<file path="config.mk">
export PLATFORM = sky130hd
export DESIGN_NAME = mem_port_arbiter
export DESIGN_NICKNAME = d
export VERILOG_FILES = /design/src/rtl/mem_arb_pkg.sv /design/src/rtl/arb_select.sv /design/src/rtl/mem_port_arbiter.sv
export SDC_FILE = /design/constraint.sdc
export NUM_CORES = 1
export LEC_CHECK = 0
export ABC_CLOCK_PERIOD_IN_PS = 2200
export CAP_MARGIN = 20
export CORE_ASPECT_RATIO = 2
export CORE_MARGIN = 5
export CORE_UTILIZATION = 34
export DETAILED_ROUTE_END_ITERATION = 8
export PLACE_DENSITY = 0.78
export SYNTH_ARGS = -nofsm -noshare
export SYNTH_HDL_FRONTEND = slang
export SYNTH_HIERARCHICAL = 1
export SYNTH_SLANG_ARGS = --single-unit
</file>
<file path="constraint.sdc">
create_clock -name clk -period 2.2 [get_ports clk]
set_input_delay 0.44 -clock clk [delete_from_list [all_inputs] [get_ports clk]]
set_output_delay 0.44 -clock clk [all_outputs]
set_load 0.05 [all_outputs]
</file>
<file path="src/rtl/mem_arb_pkg.sv">
// Shared types and default sizes for the single-port memory arbiter.
package mem_arb_pkg;

    localparam int DEF_DATA = 8;
    localparam int DEF_ADDR = 16;
    localparam int DEF_NREQ = 4;

    typedef enum logic [1:0] {
        IDLE  = 2'd0,
        ISSUE = 2'd1,
        RESP  = 2'd2
    } arb_state_t;

endpackage

</file>
<file path="src/rtl/arb_select.sv">
// Combinational winner search: first set req above ptr, wrapping modulo NREQ.
module arb_select
    import mem_arb_pkg::*;
#(
    parameter int NREQ = DEF_NREQ,
    parameter int IDXW = $clog2(NREQ)
) (
    input  logic [NREQ-1:0] req,
    input  logic [IDXW-1:0] ptr,
    output logic [NREQ-1:0] gnt_oh,
    output logic [IDXW-1:0] gnt_idx
);

    localparam int unsigned N = NREQ;

    int unsigned     cand;
    logic [IDXW-1:0] cidx;
    logic            found;

    always_comb begin
        gnt_oh  = '0;
        gnt_idx = '0;
        found   = 1'b0;
        cand    = 0;
        cidx    = '0;
        for (int unsigned k = 1; k <= N; k++) begin
            cand = (32'(ptr) + k) % N;
            cidx = IDXW'(cand);
            if (!found && req[cidx]) begin
                found         = 1'b1;
                gnt_oh[cidx]  = 1'b1;
                gnt_idx       = cidx;
            end
        end
    end

endmodule

</file>
<file path="src/rtl/mem_port_arbiter.sv">
// Arbitrates NREQ requesters onto one memory read/write port (IDLE/ISSUE/RESP).
// Define ARB_ROUND_ROBIN_EN for round-robin selection; default is fixed priority.
module mem_port_arbiter
    import mem_arb_pkg::*;
#(
    parameter int DATA = DEF_DATA,
    parameter int ADDR = DEF_ADDR,
    parameter int NREQ = DEF_NREQ
) (
    input  logic                       clk,
    input  logic                       rst,
    input  logic [NREQ-1:0]            req,
    input  logic [NREQ-1:0]            req_we,
    input  logic [NREQ-1:0][ADDR-1:0]  req_addr,
    input  logic [NREQ-1:0][DATA-1:0]  req_wdata,
    output logic [NREQ-1:0]            gnt,
    output logic [NREQ-1:0]            rvalid,
    output logic [DATA-1:0]            rdata,
    output logic                       busy,
    output logic [ADDR-1:0]            mem_addr,
    output logic [DATA-1:0]            mem_data_in,
    output logic                       mem_we,
    output logic                       mem_re,
    input  logic [DATA-1:0]            mem_data_out
);

    localparam int IDXW = $clog2(NREQ);

    arb_state_t      state_q, state_d;
    logic [NREQ-1:0] sel_oh, win_oh_q;
    logic [IDXW-1:0] sel_idx, ptr;
    logic            we_q;
    logic [ADDR-1:0] addr_q;
    logic [DATA-1:0] wdata_q;
    logic            capture;

    arb_select #(.NREQ(NREQ), .IDXW(IDXW)) u_select (
        .req     (req),
        .ptr     (ptr),
        .gnt_oh  (sel_oh),
        .gnt_idx (sel_idx)
    );

`ifdef ARB_ROUND_ROBIN_EN
    logic [IDXW-1:0] ptr_q;

    always_ff @(posedge clk) begin
        if (rst)
            ptr_q <= IDXW'(NREQ - 1);
        else if (capture)
            ptr_q <= sel_idx;
    end

    assign ptr = ptr_q;
`else
    // Searching upward from NREQ-1 wraps to index 0 first: lowest-index priority.
    assign ptr = IDXW'(NREQ - 1);
`endif

    always_ff @(posedge clk) begin
        if (rst) begin
            state_q  <= IDLE;
            win_oh_q <= '0;
            we_q     <= 1'b0;
            addr_q   <= '0;
            wdata_q  <= '0;
        end else begin
            state_q <= state_d;
            if (capture) begin
                win_oh_q <= sel_oh;
                we_q     <= req_we[sel_idx];
                addr_q   <= req_addr[sel_idx];
                wdata_q  <= req_wdata[sel_idx];
            end
        end
    end

    always_comb begin
        state_d = state_q;
        capture = 1'b0;
        gnt     = '0;
        rvalid  = '0;
        rdata   = '0;
        mem_we  = 1'b0;
        mem_re  = 1'b0;
        case (state_q)
            IDLE: begin
                if (|req) begin
                    capture = 1'b1;
                    state_d = ISSUE;
                end
            end
            ISSUE: begin
                gnt     = win_oh_q;
                mem_we  = we_q;
                mem_re  = !we_q;
                state_d = we_q ? IDLE : RESP;
            end
            RESP: begin
                rvalid  = win_oh_q;
                rdata   = mem_data_out;
                state_d = IDLE;
            end
            default: state_d = IDLE;
        endcase
        // A reset cycle aborts the transaction outright: nothing leaves the block.
        if (rst) begin
            gnt    = '0;
            rvalid = '0;
            rdata  = '0;
            mem_we = 1'b0;
            mem_re = 1'b0;
        end
    end

    assign mem_addr    = addr_q;
    assign mem_data_in = wdata_q;
    assign busy        = (state_q != IDLE);

endmodule

</file>
==> metrics.cfg, run 1 <==
[placed_design]
hpwlAfterDp_mm = 8.128
port_buffers = 156
gp_congestion = 0.8799
pre_cts_slack_ps = -267.6

[timing]
slew_violations = 0
final_min_period_over_clock_period = 0.9719
period_needed_ps = 2138
maxSlewHeadroom = 0.6213
fin_tns_setup_ps = 0
fin_ws_ps = 61.88
finalHoldViolCount = 0
clock_skew_ps = 5.232
worstMarginPinSlew_ps = 566.4
clock.fmax_mhz = 467.7
setup_viol = 0

[setup_path]
cp_data_arrival_time_ps = 2290
critPathKind = primary input to flip-flop
rr_startpoint = state_q[1]
cp-start-kind = primary input
crit_path_start = req[3]
end_kind = flip-flop
worst-path-max-fanout = 5
critPathRequiredTime_ps = 2350

[routing]
drtPass1Iterations = 4
drtIter0Drc = 210
antenna_left = 0
vias_per_cell = 5.401
drc = 0
vias = 2884
wirelength_mm = 10.07
wire_per_inst_um = 18.85

[finish]
multi_input_area_um2 = 1788
final_util = 0.6484
layout.nets = 564
drive_above_1_share = 0.2127
seq_area_um2 = 620.6
diodes = 0
area_growth_pct = 87.55
nFillCells = 605

[global_routing]
grt_pass1_vias = 3001
grt_pass1_wl_mm = 14.82
overflow = 0
antenna_found_initial = 0
grt_util_all_layers = 0.2027
grt_max_degree = 31

[synthesis]
ys_types = 39
ys_seq_elements = 31
ys_seq_area_frac = 0.2470
synth_edf_count = 0
avgSynthCellArea_um2 = 9.663
synth_top_area_share = 0.2470
syn_area_um2 = 2512
ys_async_sr_fraction = 0
synth.top_cells.by_area = dfxtp_1, mux4_2, mux4_1, o21ai_0, a21oi_1
ys.warnings.count = 6
synth.largest_area_cell = dfxtp_1
synthFlopType = dfxtp_1
syn_inst = 260
synth_common_cells = o21ai_0, dfxtp_1, a21oi_1, nand3_1, and2_1
synth.most_common_cell = o21ai_0

[floorplan]
placementRows = 44
core_um2 = 7267
top_level_ports = 157
dieWidth_um = 70.79
die_y_um = 131.6
start_util = 0.3457
dieArea_um2 = 9313

[hold_path]
min_from = we_q
hold_class = flip-flop to flip-flop

[pwr]
p_total_mw = 2.564
p_leak_nw = 1.849
max-vdd-ir-drop_uv = 348.1
power.density_nw_per_um2 = 544.1

[clock_network]
root_buffer = clkbuf_16
numCtsBuffers = 5
cts.sinks = 31
cts_hold_buf = 0
clkSlewWorstSetupHoldPaths_ps = 50
cts_max_path_buffers = 2
cts_tree = done
clk_latency_ps = 270
htreeDepth = 2

[job]
cap_violations = 0

[status]
outcome = finished clean

-- per-stage QoR --
stage / instances / hold WS [ps] / area [µm²]
final: 534 / 462.5 / 4712
after global routing: 534 / 476.8 / 4712
after CTS: 531 / 465.7 / 4642
after detailed placement: 524 / 457.2 / 4493
after global placement: 524 / 454.2 / 4493
after floorplan: 280 / 421.5 / 2587
-- registers in the layout, summed over array words and instances (netlist names) --
register     flops
mem_addr        16
mem_data_in      8
win_oh_q         4
state_q          2
we_q             1
-- power breakdown --
group	switching, mW	internal (mW)
sequential	0.0448	0.635
combinational	0.600	0.613
clock	0.230	0.440
total	0.876	1.69
-- worst paths after layout --
check | end | cells past startpoint | slack (ps)
worst max-delay path | mem_addr[6] | 7 | 60
worst min-delay path | state_q[1] | 1 | 460
worst max register to register | mem_data_in[4] | 5 | 790
worst min register to register | state_q[1] | 1 | 460
-- critical path: stages --
cell and delay [ps]:
clkdlybuf4s50_1 510, o22ai_2 110, a21oi_4 310, clkbuf_16 230
mux4_2 530, nand3_2 90, a21oi_1 60
-- cell families (layout without fill, tap and decap cells) --
| kind of cell | after synthesis | after routing | synth area share |
|---|---|---|---|
| AO/OA/AOI/OAI | 80 | 80 | 0.1882 |
| AND/OR/NAND/NOR | 79 | 79 | 0.1728 |
| flip-flops | 31 | 31 | 0.2470 |
| multiplexers | 29 | 29 | 0.2684 |
| other | 1 | 21 | 0.001493 |
| buffers and inverters | 32 | 194 | 0.08217 |
| adder cells (fa/ha/maj) | 8 | 8 | 0.03984 |
-- per-layer routing --
| layer | global-route usage | part of all wire |
|---|---|---|
| met1 | 0.1924 | 0.31 |
| met2 | 0.3904 | 0.58 |
| met3 | 0.03440 | 0.056 |
| met4 | 0.1140 | 0.049 |
| met5 | 0 | 0 |
-- layout make-up --
| class | count | area share |
|---|---|---|
| timing repair buffer | 183 | 0.4307 |
| clock inverter | 1 | 0.001062 |
| tap | 92 | 0.02443 |
| clock buffer | 6 | 0.02947 |
| multi-input combinational | 217 | 0.3794 |
| inverter | 4 | 0.003186 |
| sequential | 31 | 0.1317 |
-- cells in the final DEF, fill, tap and decap left out, types with 2 or more instances in the layout --
cell type	netlist	final
ha_1	8	8
nand3_1	29	27
buf_12	1	21
a22oi_1	3	3
nor2_1	4	3
nand3_2	0	2
clkdlybuf4s50_1	0	134
and2_1	17	17
clkbuf_16	0	7
o21ai_0	35	35
dlymetal6s2s_1	0	3
a221o_2	4	4
o211ai_1	2	2
nor2b_1	6	5
conb_1	1	21
dfxtp_1	31	31
nand2_1	11	11
inv_1	4	4
nor3_1	3	2
buf_4	3	21
nor3b_2	0	2
mux4_1	12	5
a21oi_1	30	29
mux4_2	15	22
buf_6	7	2
-- timing repair --
action | in CTS | in global routing
buffers inserted | 0 | 0
endpoints found under the setup margin | 4 | 27
gates resized for setup | 1 | 16
pin swaps | 0 | 3
gates cloned | 0 | 3
Power figures use the tool's default switching activity.
==> inputs of run 2 (changes only) <==
--- a/config.mk
+++ b/config.mk
@@ -5,14 +5,15 @@
 export SDC_FILE = /design/constraint.sdc
 export NUM_CORES = 1
 export LEC_CHECK = 0
-export ABC_CLOCK_PERIOD_IN_PS = 2200
+export ABC_CLOCK_PERIOD_IN_PS = 1990
 export CAP_MARGIN = 20
 export CORE_ASPECT_RATIO = 2
 export CORE_MARGIN = 5
-export CORE_UTILIZATION = 34
+export CORE_UTILIZATION = 38
 export DETAILED_ROUTE_END_ITERATION = 8
-export PLACE_DENSITY = 0.78
+export PLACE_DENSITY = 0.83
 export SYNTH_ARGS = -nofsm -noshare
 export SYNTH_HDL_FRONTEND = slang
 export SYNTH_HIERARCHICAL = 1
 export SYNTH_SLANG_ARGS = --single-unit
+export TNS_END_PERCENT = 30
==> constraint.sdc (replaced) <==
create_clock -name clk -period 1.99 [get_ports clk]
set_input_delay 0.398 -clock clk [delete_from_list [all_inputs] [get_ports clk]]
set_output_delay 0.398 -clock clk [all_outputs]
set_load 0.05 [all_outputs]
==> run 2 against run 1 <==
Wire length rose by 0.56%. Sequential power up 11%. Clock skew barely moved. Critical path type unchanged. Critical endpoint is now mem_addr[1]. Combinational power grew 19%. Register-to-register slack worse by 250 ps. Die area decreased by 9.4%.
==> metrics.cfg, run 2 (synthesized netlist as in run 1, its figures left out) <==
[global_routing]
antenna_found_initial = 0  ; unchanged
grt_util_all_layers = 0.2396  ; +0.03694
grt_pass1_wl_mm = 15.31  ; +3.3%
grt_pass1_vias = 3130  ; +4.3%
grt_max_degree = 31  ; unchanged
overflow = 0  ; unchanged

[setup_path]
rr_startpoint = state_q[0]
crit_path_start = req[2]
critPathRequiredTime_ps = 2150  ; -200 ps
end_kind = flip-flop
ff2ff_path_depth = 5  ; unchanged
cp_data_arrival_time_ps = 2110  ; -180 ps
critPathKind = primary input to flip-flop
slowest_delay_ps = 540  ; about the same
critical-path-slowest-cell = mux4_2
cp-start-kind = primary input
path_cells = clkdlybuf4s15_1 > nor2b_4 > nand2_1 > o211ai_1 > a21oi_4 > buf_6 > buf_12 > mux4_2 > nand3_2 > a21oi_1
cp-endpoint = mem_addr[1]
r2r-end = mem_addr[0]
reg2reg_slack_ps = 540  ; -250 ps
worst-path-max-fanout = 7  ; +2

[timing]
maxSlewHeadroom = 0.6221  ; +0.0008050
fin_ws_ps = 37.97  ; -23.91 ps
period_needed_ps = 1952
finalHoldViolCount = 0  ; unchanged
fin_tns_setup_ps = 0  ; unchanged
clock.fmax_mhz = 512.3
clock_skew_ps = 5.298  ; +0.06615 ps
setup_viol = 0  ; unchanged
final_min_period_over_clock_period = 0.9809
worstMarginPinSlew_ps = 565.1  ; -1.203 ps
slew_violations = 0  ; unchanged

[finish]
drive_above_1_share = 0.2511  ; +0.03845
largest_reg_flops = 16  ; unchanged
nFillCells = 459  ; -24%
diodes = 0  ; unchanged
final_util = 0.7450  ; +0.09659
layout_common_cells = clkdlybuf4s50_1, o21ai_0, dfxtp_1, mux4_2, a21oi_1
layout.nets = 567  ; +0.53%
final_common_cell = clkdlybuf4s50_1
seq_area_um2 = 620.6  ; unchanged
multi_input_area_um2 = 1827  ; +2.2%
area_growth_pct = 93.23

[floorplan]
dieWidth_um = 67.50  ; -4.6%
start_util = 0.3856  ; +0.03983
die_y_um = 125.0  ; -5.0%
top_level_ports = 157  ; unchanged
dieArea_um2 = 8436  ; -9.4%
placementRows = 42  ; -4.5%
core_um2 = 6516  ; -10%

[routing]
wirelength_mm = 10.12  ; +0.56%
drtIter0Drc = 135  ; -36%
dr_wl_met3_mm = 1.151  ; +100%
wl_met1_mm = 3.426  ; +8.7%
routed.top_layer = met4
vias = 2939  ; +1.9%
wire_per_inst_um = 18.96  ; +0.56%
vias_per_cell = 5.504  ; +1.9%
antenna_left = 0  ; unchanged
drtPass1Iterations = 4  ; unchanged
drc = 0  ; unchanged
dr_wl_met2_mm = 5.101  ; -13%

[clock_network]
cts_max_path_buffers = 2  ; unchanged
root_buffer = clkbuf_16
cts_hold_buf = 0  ; unchanged
htreeDepth = 2  ; unchanged
clk_latency_ps = 280  ; about the same
cts_tree = done
cts.sinks = 31  ; unchanged
clkSlewWorstSetupHoldPaths_ps = 50  ; about the same
numCtsBuffers = 5  ; unchanged

[pwr]
max-vdd-ir-drop_uv = 473.5  ; +36%
power.density_nw_per_um2 = 636.3  ; +17%
p_leak_nw = 1.885  ; +2.0%

[hold_path]
hold_class = flip-flop to flip-flop
min_from = we_q

[job]
cap_violations = 0  ; unchanged

[placed_design]
gp_congestion = 0.8496  ; -3.4%
port_buffers = 156  ; unchanged
pre_cts_slack_ps = -469.6  ; -202.0 ps
hpwlAfterDp_mm = 7.166  ; -12%

[status]
outcome = finished clean

## run 2: worst min-delay path by stage
stage                     end  slack (ps)  cells after the start
6_report           state_q[1]         470                      1
5_1_grt        mem_data_in[0]         510                      2
4_1_cts            state_q[1]         470                      1
3_5_place_dp       state_q[1]         460                      1
3_3_place_gp       state_q[1]         440                      1
2_1_floorplan      state_q[1]         420                      1
## run 2: cell type report
| cell class | instances | area share |
|---|---|---|
| clock buffer | 6 | 0.02861 |
| tap | 88 | 0.02268 |
| multi-input combinational | 217 | 0.3763 |
| clock inverter | 2 | 0.007216 |
| sequential | 31 | 0.1278 |
| inverter | 4 | 0.003093 |
| timing repair buffer | 186 | 0.4343 |
## run 2: metal layers
metal  vias up  track usage
met2       199       0.4136
met5         -            0
met3        30      0.06643
li1       1338            -
met1      1372       0.2556
met4         0       0.1184
## run 2: metrics by stage
step / total power [mW] / hold WS, ps / cell area, µm² / std cells
floorplan: 1.520 / 421.5 / 2574 / 280
global placement: 2.013 / 440.3 / 4446 / 516
finish: 3.089 / 469.0 / 4855 / 534
detailed placement: 2.032 / 461.0 / 4446 / 516
CTS: 3.047 / 470.3 / 4840 / 535
global route: 3.206 / 508.4 / 4855 / 534
## run 2: critical path: cells and delay by family
kind | cells | cell delay (ps)
AO/OA/AOI/OAI | 3 | 370
multiplexers | 1 | 540
AND/OR/NAND/NOR | 3 | 310
buffers and inverters | 3 | 480
## run 2: power breakdown
part	internal [mW]	leakage, nW	switching [mW]
clock	0.622	0.0868	0.276
combinational	0.730	1.54	0.710
sequential	0.701	0.256	0.0502
total	2.05	1.89	1.04
## run 2: what timing repair did
item,4_1_cts,5_1_grt
gates resized for setup,22,14
setup buffers,6,0
pin swaps,5,2
setup endpoints to repair,42,20
gates cloned,5,0
==> variant: new RTL, config.mk and constraints of run 2 <==
The option `ARB_ROUND_ROBIN_EN` is turned on by a define.
--- a/src/rtl/mem_port_arbiter.sv
+++ b/src/rtl/mem_port_arbiter.sv
@@ -1,5 +1,7 @@
 // Arbitrates NREQ requesters onto one memory read/write port (IDLE/ISSUE/RESP).
 // Define ARB_ROUND_ROBIN_EN for round-robin selection; default is fixed priority.
+`define ARB_ROUND_ROBIN_EN
+
 module mem_port_arbiter
     import mem_arb_pkg::*;
 #(
Check against the original RTL: not equivalent (Yosys sat finds a counterexample within 4 cycles, from zero or initial values and one cycle with rst high).
==> variant against run 2 <==
- the flow now finishes with violations (setup timing)
- setup slack lost 650 ps
- synthesized area shrank 2.6%
- routed wire length grew 6.7%
- sequential cell count grew 2
- non-clock buffer count grew 15
- cell area grew 1.2%
- via count grew 4.0%
- global-route usage grew 0.25 points
Power is not compared: it rests on default switching activity, and its combinational part moved more than twofold at a synthesized area within 25%.
==> variant: results <==
export IMPL_dp_cells=510
export IMPL_grt_max_degree=33
export IMPL_m1WireLength_um=3280
export IMPL_crit_path_top_delay_cell="mux4_2"
export IMPL_cp_arrival_ps=2760
export IMPL_r2r_cells=11
export IMPL_wl_met2_um=6030
export IMPL_min_to="mem_data_in[3]"
export IMPL_grt_util_met3_pct=7.18
export IMPL_hold_path_class="reg2reg"
export IMPL_final_seq_area_sq_um=666
export IMPL_post_cts_buffers=5
export IMPL_inverters=5
export IMPL_nets=562
export IMPL_switching_share_pct=41.2
export IMPL_use_met2_pct=46.3
export IMPL_multi_input_cells=194
export IMPL_async_flop_share_pct=0
export IMPL_first_global_vias=3200
export IMPL_synth_area_leaders="dfxtp_1 27%, mux4_2 25%, a21oi_1 6.3%, o21ai_0 6.1%, nand3_1 5.9%"
export IMPL_clock_sinks=33
export IMPL_clkCellAreaFrac_pct=2.83
export IMPL_min_path_cells=2
export IMPL_grt_use_met1_pct=21.7
export IMPL_drive_above_1_share_pct=32.7
export IMPL_vias=3058
export IMPL_met3_length_um=1010
export IMPL_gp_congestion=0.892
export IMPL_placed_cell_area_sq_um=4510
export IMPL_largest_reg_flops=16
export IMPL_grt_usage_pct=24.2
export IMPL_setup_violations=31
export IMPL_max_stage_delay_ps=500
export IMPL_clockBufferCount=6
export IMPL_fin_ws_ps=-610
export IMPL_outcome="finished, violations left"
export IMPL_multi_input_area_share_pct=36.5
export IMPL_htreeDepth=2
export IMPL_pre_cts_slack_ps=-1020
export IMPL_grt_pass1_wl_um=14900
export IMPL_final_nonclk_buf_share_pct=44.4
export IMPL_fin_worst_skew_ps=7.50
export IMPL_r2r_end="mem_addr[11]"
export IMPL_yosysSeqAreaShare_pct=27.0
export IMPL_synth_avg_cell_area_sq_um=9.44
export IMPL_worst_hold_slack_ps=475
export IMPL_r2r_start="ptr[0]"
export IMPL_power_density_nw_per_um2=1100
export IMPL_relSlewSlack_pct=62.8
export IMPL_hpwlAfterDp_um=7830
export IMPL_wl_um=10800
export IMPL_fill_cells=404
export IMPL_synth_commonest_cells="33 x dfxtp_1, 31 x a21oi_1, 30 x o21ai_0"
export IMPL_tns_ps=-15600
export IMPL_crit_fanout=5
export IMPL_cts_resized=19
export IMPL_drtIter0Drc=167
export IMPL_violations="setup timing"
export IMPL_wl_per_cell_um=20.5
-- variant: cell types whose count changed after synthesis, sizes merged, moves of 2 or more --
cell,before,now
nor2b,6,2
clkbuf,12,16
and2b,0,2
buf,16,11
a211o,0,2
nor3,3,1
o21ai,35,37
dfxtp,31,33
and3,0,2
-- variant: how the worst max path moves through the flow --
stage / startpoint / cells after the start / slack [ps] / endpoint
detailed placement: req[3] / 11 / -1020 / mem_addr[8]
finish: ptr[0] / 11 / -610 / mem_addr[11]
floorplan: ptr[0] / 11 / -670 / mem_addr[12]
global placement: req[3] / 11 / -910 / mem_addr[15]
global route: ptr[0] / 12 / -710 / mem_addr[12]
CTS: ptr[0] / 10 / -530 / mem_data_in[6]
-- variant: kinds of logic after synthesis --
logic type	count (synthesis)	share of synthesized area [%]
AO/OA/AOI/OAI	83	20.5
AND/OR/NAND/NOR	75	16.8
flip-flops	33	27.0
buffers and inverters	32	6.24
multiplexers	28	25.3
adder cells (fa/ha/maj)	8	4.09
